===== config.mk =====
export PLATFORM = sky130hd
export DESIGN_NAME = mem_bus_controller
export DESIGN_NICKNAME = d
export VERILOG_FILES = /design/src/rtl/mem_bus_pkg.sv /design/src/rtl/mem_lane_align.sv /design/src/rtl/mem_bus_controller.sv
export SDC_FILE = /design/constraint.sdc
export NUM_CORES = 1
export LEC_CHECK = 0
export ABC_CLOCK_PERIOD_IN_PS = 4900
export BUFFER_PORTS_ARGS = -buffer_cell sky130_fd_sc_hd__buf_2
export CAP_MARGIN = 20
export CORE_UTILIZATION = 54
export CTS_BUF_LIST = sky130_fd_sc_hd__clkbuf_16
export CTS_CLUSTER_DIAMETER = 120
export DETAILED_ROUTE_END_ITERATION = 12
export PLACE_DENSITY = 0.95
export SLEW_MARGIN = 10
export SYNTH_ARGS = -nofsm -noshare
export SYNTH_HDL_FRONTEND = slang
export SYNTH_HIERARCHICAL = 1
export SYNTH_SLANG_ARGS = --single-unit

===== constraint.sdc =====
create_clock -name clk -period 4.9 [get_ports clk]
set_input_delay 0.735 -clock clk [delete_from_list [all_inputs] [get_ports clk]]
set_output_delay 0.735 -clock clk [all_outputs]
set_load 0.02 [all_outputs]

===== src/rtl/mem_bus_pkg.sv =====
//==============================================================================
// Module      : mem_bus_pkg
// Description : Shared size codes, fault codes and FSM state type for the
//               memory bus controller.
// Revision    : 1.0 - initial release
//==============================================================================
`timescale 1ns/1ps
`default_nettype none

package mem_bus_pkg;

    localparam logic [1:0] SZ_BYTE = 2'b00;
    localparam logic [1:0] SZ_HALF = 2'b01;
    localparam logic [1:0] SZ_WORD = 2'b10;

    localparam logic [1:0] FC_NONE       = 2'b00;
    localparam logic [1:0] FC_MISALIGNED = 2'b01;
    localparam logic [1:0] FC_BUS_ERR    = 2'b10;
    localparam logic [1:0] FC_TIMEOUT    = 2'b11;

    typedef enum logic [1:0] {
        ST_IDLE   = 2'd0,
        ST_ACCESS = 2'd1,
        ST_RESP   = 2'd2
    } state_t;

endpackage

`default_nettype wire


===== src/rtl/mem_lane_align.sv =====
//==============================================================================
// Module      : mem_lane_align
// Description : Byte-lane steering: byte enables, store replication,
//               alignment check and load extraction with sign/zero extension.
// Revision    : 1.0 - initial release
//==============================================================================
`timescale 1ns/1ps
`default_nettype none

module mem_lane_align
    import mem_bus_pkg::*;
#(
    parameter int DATA_WIDTH = 32
) (
    input  logic [1:0]            addr_lo,
    input  logic [1:0]            size,
    input  logic                  unsigned_ld,
    input  logic [DATA_WIDTH-1:0] wdata,
    input  logic [DATA_WIDTH-1:0] rdata_raw,
    output logic [3:0]            be,
    output logic [DATA_WIDTH-1:0] wdata_rep,
    output logic                  misaligned,
    output logic [DATA_WIDTH-1:0] rdata_ext
);

    logic [DATA_WIDTH-1:0] w_byte_sh;
    logic [DATA_WIDTH-1:0] w_half_sh;
    logic [7:0]            w_byte;
    logic [15:0]           w_half;

    assign w_byte_sh = rdata_raw >> {addr_lo, 3'b000};
    assign w_half_sh = rdata_raw >> {addr_lo[1], 4'b0000};
    assign w_byte    = w_byte_sh[7:0];
    assign w_half    = w_half_sh[15:0];

    always_comb begin
        be         = 4'b0000;
        wdata_rep  = '0;
        misaligned = 1'b0;
        rdata_ext  = '0;
        case (size)
            SZ_BYTE: begin
                be        = 4'b0001 << addr_lo;
                wdata_rep = {4{wdata[7:0]}};
                rdata_ext = unsigned_ld ? {{(DATA_WIDTH-8){1'b0}}, w_byte}
                                        : {{(DATA_WIDTH-8){w_byte[7]}}, w_byte};
            end
            SZ_HALF: begin
                misaligned = addr_lo[0];
                be         = 4'b0011 << {addr_lo[1], 1'b0};
                wdata_rep  = {2{wdata[15:0]}};
                rdata_ext  = unsigned_ld ? {{(DATA_WIDTH-16){1'b0}}, w_half}
                                         : {{(DATA_WIDTH-16){w_half[15]}}, w_half};
            end
            SZ_WORD: begin
                misaligned = |addr_lo;
                be         = 4'b1111;
                wdata_rep  = wdata;
                rdata_ext  = rdata_raw;
            end
            default: misaligned = 1'b1;
        endcase
    end

endmodule

`default_nettype wire


===== src/rtl/mem_bus_controller.sv =====
//==============================================================================
// Module      : mem_bus_controller
// Description : Runs one load/store on a valid/ready memory bus with alignment
//               checking, bus-error capture and a wait-state timeout.
// Revision    : 1.0 - initial release
//==============================================================================
`timescale 1ns/1ps
`default_nettype none

module mem_bus_controller
    import mem_bus_pkg::*;
#(
    parameter int ADDR_WIDTH     = 32,
    parameter int DATA_WIDTH     = 32,
    parameter int TIMEOUT_CYCLES = 16
) (
    input  logic                  clk,
    input  logic                  reset_n,
    input  logic                  req_read,
    input  logic                  req_write,
    input  logic [1:0]            size,
    input  logic                  unsigned_ld,
    input  logic [ADDR_WIDTH-1:0] addr_in,
    input  logic [DATA_WIDTH-1:0] wdata_in,
    output logic [ADDR_WIDTH-1:0] mem_addr,
    output logic [DATA_WIDTH-1:0] mem_wdata,
    output logic [3:0]            mem_be,
    output logic                  mem_we,
    output logic                  mem_valid,
    input  logic                  mem_ready,
    input  logic [DATA_WIDTH-1:0] mem_rdata,
    input  logic                  mem_err,
    output logic                  busy,
    output logic                  done,
    output logic [DATA_WIDTH-1:0] rdata,
    output logic                  fault,
    output logic [1:0]            fault_cause
);

    localparam int CNT_W = (TIMEOUT_CYCLES > 1) ? $clog2(TIMEOUT_CYCLES) : 1;

    state_t                state_q, state_d;
    logic [ADDR_WIDTH-1:0] mem_addr_q, mem_addr_d;
    logic [DATA_WIDTH-1:0] mem_wdata_q, mem_wdata_d;
    logic [3:0]            mem_be_q, mem_be_d;
    logic                  mem_we_q, mem_we_d;
    logic [1:0]            addr_lo_q, addr_lo_d;
    logic [1:0]            size_q, size_d;
    logic                  unsigned_q, unsigned_d;
    logic [CNT_W-1:0]      cnt_q, cnt_d;
    logic [DATA_WIDTH-1:0] rdata_q, rdata_d;
    logic                  fault_q, fault_d;
    logic [1:0]            fault_cause_q, fault_cause_d;

    logic [1:0]            w_lane_addr;
    logic [1:0]            w_lane_size;
    logic [3:0]            w_be;
    logic [DATA_WIDTH-1:0] w_wdata_rep;
    logic                  w_misaligned;
    logic [DATA_WIDTH-1:0] w_rdata_ext;

    // The lane unit checks the incoming request in IDLE and extracts the
    // returning load data from the latched request while in ACCESS.
    assign w_lane_addr = (state_q == ST_IDLE) ? addr_in[1:0] : addr_lo_q;
    assign w_lane_size = (state_q == ST_IDLE) ? size         : size_q;

    mem_lane_align #(
        .DATA_WIDTH (DATA_WIDTH)
    ) u_lane (
        .addr_lo     (w_lane_addr),
        .size        (w_lane_size),
        .unsigned_ld (unsigned_q),
        .wdata       (wdata_in),
        .rdata_raw   (mem_rdata),
        .be          (w_be),
        .wdata_rep   (w_wdata_rep),
        .misaligned  (w_misaligned),
        .rdata_ext   (w_rdata_ext)
    );

    always_comb begin
        state_d       = state_q;
        mem_addr_d    = mem_addr_q;
        mem_wdata_d   = mem_wdata_q;
        mem_be_d      = mem_be_q;
        mem_we_d      = mem_we_q;
        addr_lo_d     = addr_lo_q;
        size_d        = size_q;
        unsigned_d    = unsigned_q;
        cnt_d         = cnt_q;
        rdata_d       = rdata_q;
        fault_d       = fault_q;
        fault_cause_d = fault_cause_q;
        case (state_q)
            ST_IDLE: begin
                if (req_write || req_read) begin
                    addr_lo_d  = addr_in[1:0];
                    size_d     = size;
                    unsigned_d = unsigned_ld;
                    if (w_misaligned) begin
                        fault_d       = 1'b1;
                        fault_cause_d = FC_MISALIGNED;
                        state_d       = ST_RESP;
                    end else begin
                        mem_addr_d  = {addr_in[ADDR_WIDTH-1:2], 2'b00};
                        mem_be_d    = w_be;
                        mem_wdata_d = w_wdata_rep;
                        mem_we_d    = req_write;
                        cnt_d       = '0;
                        state_d     = ST_ACCESS;
                    end
                end
            end
            ST_ACCESS: begin
                if (mem_ready) begin
                    state_d = ST_RESP;
                    if (mem_err) begin
                        fault_d       = 1'b1;
                        fault_cause_d = FC_BUS_ERR;
                    end else if (!mem_we_q) begin
                        rdata_d = w_rdata_ext;
                    end
                end else if ((TIMEOUT_CYCLES != 0) &&
                             (cnt_q == CNT_W'(TIMEOUT_CYCLES - 1))) begin
                    state_d       = ST_RESP;
                    fault_d       = 1'b1;
                    fault_cause_d = FC_TIMEOUT;
                end else begin
                    cnt_d = cnt_q + CNT_W'(1);
                end
            end
            ST_RESP: begin
                state_d       = ST_IDLE;
                fault_d       = 1'b0;
                fault_cause_d = FC_NONE;
            end
            default: state_d = ST_IDLE;
        endcase
    end

    always_ff @(posedge clk or negedge reset_n) begin
        if (!reset_n) begin
            state_q       <= ST_IDLE;
            mem_addr_q    <= '0;
            mem_wdata_q   <= '0;
            mem_be_q      <= '0;
            mem_we_q      <= 1'b0;
            addr_lo_q     <= '0;
            size_q        <= '0;
            unsigned_q    <= 1'b0;
            cnt_q         <= '0;
            rdata_q       <= '0;
            fault_q       <= 1'b0;
            fault_cause_q <= FC_NONE;
        end else begin
            state_q       <= state_d;
            mem_addr_q    <= mem_addr_d;
            mem_wdata_q   <= mem_wdata_d;
            mem_be_q      <= mem_be_d;
            mem_we_q      <= mem_we_d;
            addr_lo_q     <= addr_lo_d;
            size_q        <= size_d;
            unsigned_q    <= unsigned_d;
            cnt_q         <= cnt_d;
            rdata_q       <= rdata_d;
            fault_q       <= fault_d;
            fault_cause_q <= fault_cause_d;
        end
    end

    assign mem_addr    = mem_addr_q;
    assign mem_wdata   = mem_wdata_q;
    assign mem_be      = mem_be_q;
    assign mem_we      = mem_we_q;
    assign mem_valid   = (state_q == ST_ACCESS);
    assign busy        = (state_q != ST_IDLE);
    assign done        = (state_q == ST_RESP);
    assign rdata       = rdata_q;
    assign fault       = fault_q;
    assign fault_cause = fault_cause_q;

endmodule

`default_nettype wire

==> impl_metrics.py <==
metrics = {
    "run_status": {
        "status": "complete, no violations",
    },
    "timing": {
        "drv_slew": 0,
        "slew_headroom_pct": 37.8,
        "tns_ns": 0,
        "finalHoldViolCount": 0,
        "period_needed_ns": 3.39,
        "tightestPinTransition_ns": 0.932,
        "rsz0062_at_grt": "false",
        "setup-violations-final": 0,
        "whs_ns": 0.470,
        "fin_skew_ns": 0.00687,
        "fmax_mhz": 295,
        "min_period_over_period_pct": 69.1,
        "setup_ws_ns": 1.51,
    },
    "worst_setup_path": {
        "worstSetupEndpointType": "flip-flop",
        "crit_cells": 9,
        "crit_path_start": "state_q[0]",
        "path_cells": "nor2_4 -> mux2_2 -> o21ai_0 -> a21oi_1 -> nor3_2 -> o21ai_4 -> buf_4 -> nand2_1 -> nand2_1",
        "max_stage_delay_ns": 0.75,
        "crit_type": "flip-flop to flip-flop",
        "crit_family": "compound AO/OA/AOI/OAI gates",
        "cp.required_ns": 5.23,
        "arrival_ns": 3.71,
        "ff2ff_path_depth": 9,
        "reg2reg_slack_ns": 1.51,
        "slowest_stage": "mux2_2",
        "path_common_cell": "nand2_1",
        "rr_endpoint": "mem_wdata[4]",
        "cp_max_fo": 62,
        "setup.worst_path.end": "mem_wdata[4]",
        "crit_buf_inv": 1,
        "r2r-start": "state_q[0]",
        "cp-start-kind": "flip-flop",
    },
    "clocking": {
        "clk_latency_ns": 0.39,
        "clk_pin_slew_worst_paths_ns": 0.06,
        "hold_buffers": 0,
        "cts_tree": "yes",
        "htreeDepth": 4,
        "cts-root-buf": "clkbuf_16",
        "cts_sinks": 113,
        "post_cts_resized": 0,
        "post_cts_buffers": 0,
        "clock_path_buffers": 2,
        "numCtsBuffers": 17,
    },
    "global_route": {
        "antenna_found_initial": 0,
        "overflow": 0,
        "grt_pass1_wl_mm": 25.0,
        "grt_pass1_vias": 5121,
        "track_usage_pct": 29.0,
        "grt_max_degree": 76,
    },
    "floorplan": {
        "dieArea_mm2": 0.0109,
        "ios": 212,
        "placementRows": 37,
        "core_area_mm2": 0.0102,
        "start_util_pct": 55.4,
        "die_x_um": 104,
        "dieHeight_um": 104,
    },
    "yosys": {
        "synth_top_cell_area_share_pct": 49.8,
        "synth.distinct_cells": 44,
        "syn_avg_cell_area_um2": 9.24,
        "synth_warnings": 6,
        "synthCells": 614,
        "netlist_area_mm2": 0.00567,
        "synth_edf_count": 0,
        "synth_area_leaders": "dfrtp_1 50%, nand2_1 16%, mux2_2 8.5%",
        "ys_seq_elements": 113,
        "synth_ff_type": "dfrtp_1",
        "synth_largest_area_cell": "dfrtp_1",
        "yosysSeqAreaShare_pct": 49.8,
        "synthArstFlopShare_pct": 100,
    },
    "finish": {
        "nFillCells": 777,
        "multi_input_area_mm2": 0.00256,
        "nets": 914,
        "layout.cells.non_filler": 957,
        "drive_gt1_share_pct": 36.9,
        "antennaDiodeCount": 0,
        "seqCellArea_mm2": 0.00283,
        "syn2layout_area_growth_pct": 28.7,
    },
    "power": {
        "ir_drop_mv": 0.372,
        "power_density_mw_per_mm2": 774,
        "power.leakage_uw": 0.00403,
    },
    "run": {
        "drv_cap": 0,
    },
    "placement": {
        "port_buffers": 209,
        "dp_slack_ns": 1.59,
        "gp_congestion": 0.799,
        "dpl.hpwl_mm": 10.8,
        "place_inst": 923,
    },
    "drt": {
        "drtIter0Drc": 404,
        "drtPass1Iterations": 5,
        "top_layer_used": "met4",
        "routed-wl-met3_mm": 1.14,
        "met2_length_mm": 7.52,
        "antenna_left": 0,
        "drc": 0,
        "m1WireLength_mm": 6.18,
        "routed_via_density": 5.46,
        "wl_per_cell_um": 16.0,
        "vias": 5227,
        "wirelength_mm": 15.3,
    },
    "min_path": {
        "hp-class": "flip-flop to flip-flop",
    },
}
-- cells in the mapped netlist, drive strengths merged, types with 5 or more instances --
cell    instances
and2            8
mux2           48
nand3           7
nand4           8
buf            19
nor2b          10
o21ai          24
o311ai          7
nand2         235
clkbuf         23
inv            13
dfrtp         113
nor3            5
nor2           14
o211ai          8
a211o          16
a21o            8
a21oi          25
-- worst min-delay path, cell delays in order, from the launching register on --
cell and delay (ns):
dfrtp_1 0.34, nand2_1 0.05, nand2_1 0.05
-- logic make-up (layout without fill, tap and decap cells) --
family / after synthesis / count (layout) / share of synthesized area (%)
simple gates: 294 / 294 / 22.1
flops: 113 / 113 / 49.8
compound gates: 98 / 98 / 11.9
buf+inv: 55 / 261 / 5.45
mux: 52 / 52 / 10.5
fa+ha+maj: 1 / 1 / 0.221
other cells: 1 / 2 / 0.0661
-- report_power, final --
part | internal, uW | total (uW) | switching (uW)
logic | 998 | 2830 | 1830
clock network | 755 | 1210 | 454
registers | 1370 | 1620 | 251
-- area by class of cell --
cell class / instances / share of cell area (%)
flip-flops and latches: 113 / 38.7
multi-input cells: 447 / 35.0
repair buffers: 216 / 15.2
clock buffers: 17 / 5.83
well taps: 136 / 2.33
clock inverters: 15 / 2.21
inverters: 13 / 0.668
-- flip-flops by register name, summed over array words and instances (netlist names) --
| signal | count |
|---|---|
| mem_wdata | 32 |
| rdata | 32 |
| mem_addr | 30 |
| cnt_q | 4 |
| mem_be | 4 |
| addr_lo_q | 2 |
| fault_cause | 2 |
| size_q | 2 |
| state_q | 2 |
| fault | 1 |
| mem_we | 1 |
| unsigned_q | 1 |
-- worst min-delay path by stage --
stage / startpoint / end / slack [ns] / depth (start not counted)
2_1_floorplan: reset_n / addr_lo_q[0] / 0.44 / 0
3_3_place_gp: mem_addr[23] / mem_addr[23] / 0.45 / 2
3_5_place_dp: mem_addr[5] / mem_addr[5] / 0.46 / 2
4_1_cts: mem_wdata[2] / mem_wdata[2] / 0.47 / 2
5_1_grt: mem_addr[19] / mem_addr[19] / 0.48 / 2
6_report: mem_addr[11] / mem_addr[11] / 0.47 / 2
-- stage by stage --
stage | power, uW | util, % | cell area (um^2)
after floorplan | 3630 | - | 5680
after global placement | 4290 | 65.4 | 6690
after detailed placement | 4400 | 65.4 | 6690
after CTS | 5640 | 71.1 | 7280
after global routing | 6030 | 71.4 | 7300
final | 5650 | 71.4 | 7300
-- routing by layer --
| metal | vias up | track usage [%] |
|---|---|---|
| met5 | - | 0 |
| met3 | 35 | 6.70 |
| li1 | 2447 | - |
| met2 | 264 | 47.7 |
| met4 | 0 | 14.8 |
| met1 | 2481 | 35.8 |
-- layout by cell type (no fill, tap or decap), drive strengths merged, types with 2 or more instances in the layout --
cell and count:
clkbuf 17, o211ai 8, clkinv 7, o21ai 24, nor3b 2, clkinvlp 3
a211o 16, inv 16, mux2i 3, mux2 48, nor2b 10, nor2 14
a21oi 25, nand2 235, dfrtp 113, nor3 5, a31oi 2, conb 2
a221o 2, buf 216, nand4 8, a22o 2, a21o 8, o311ai 7
bufinv 2, and2 8, nand2b 3, nand3 7
(Power assumes the default switching activity.)
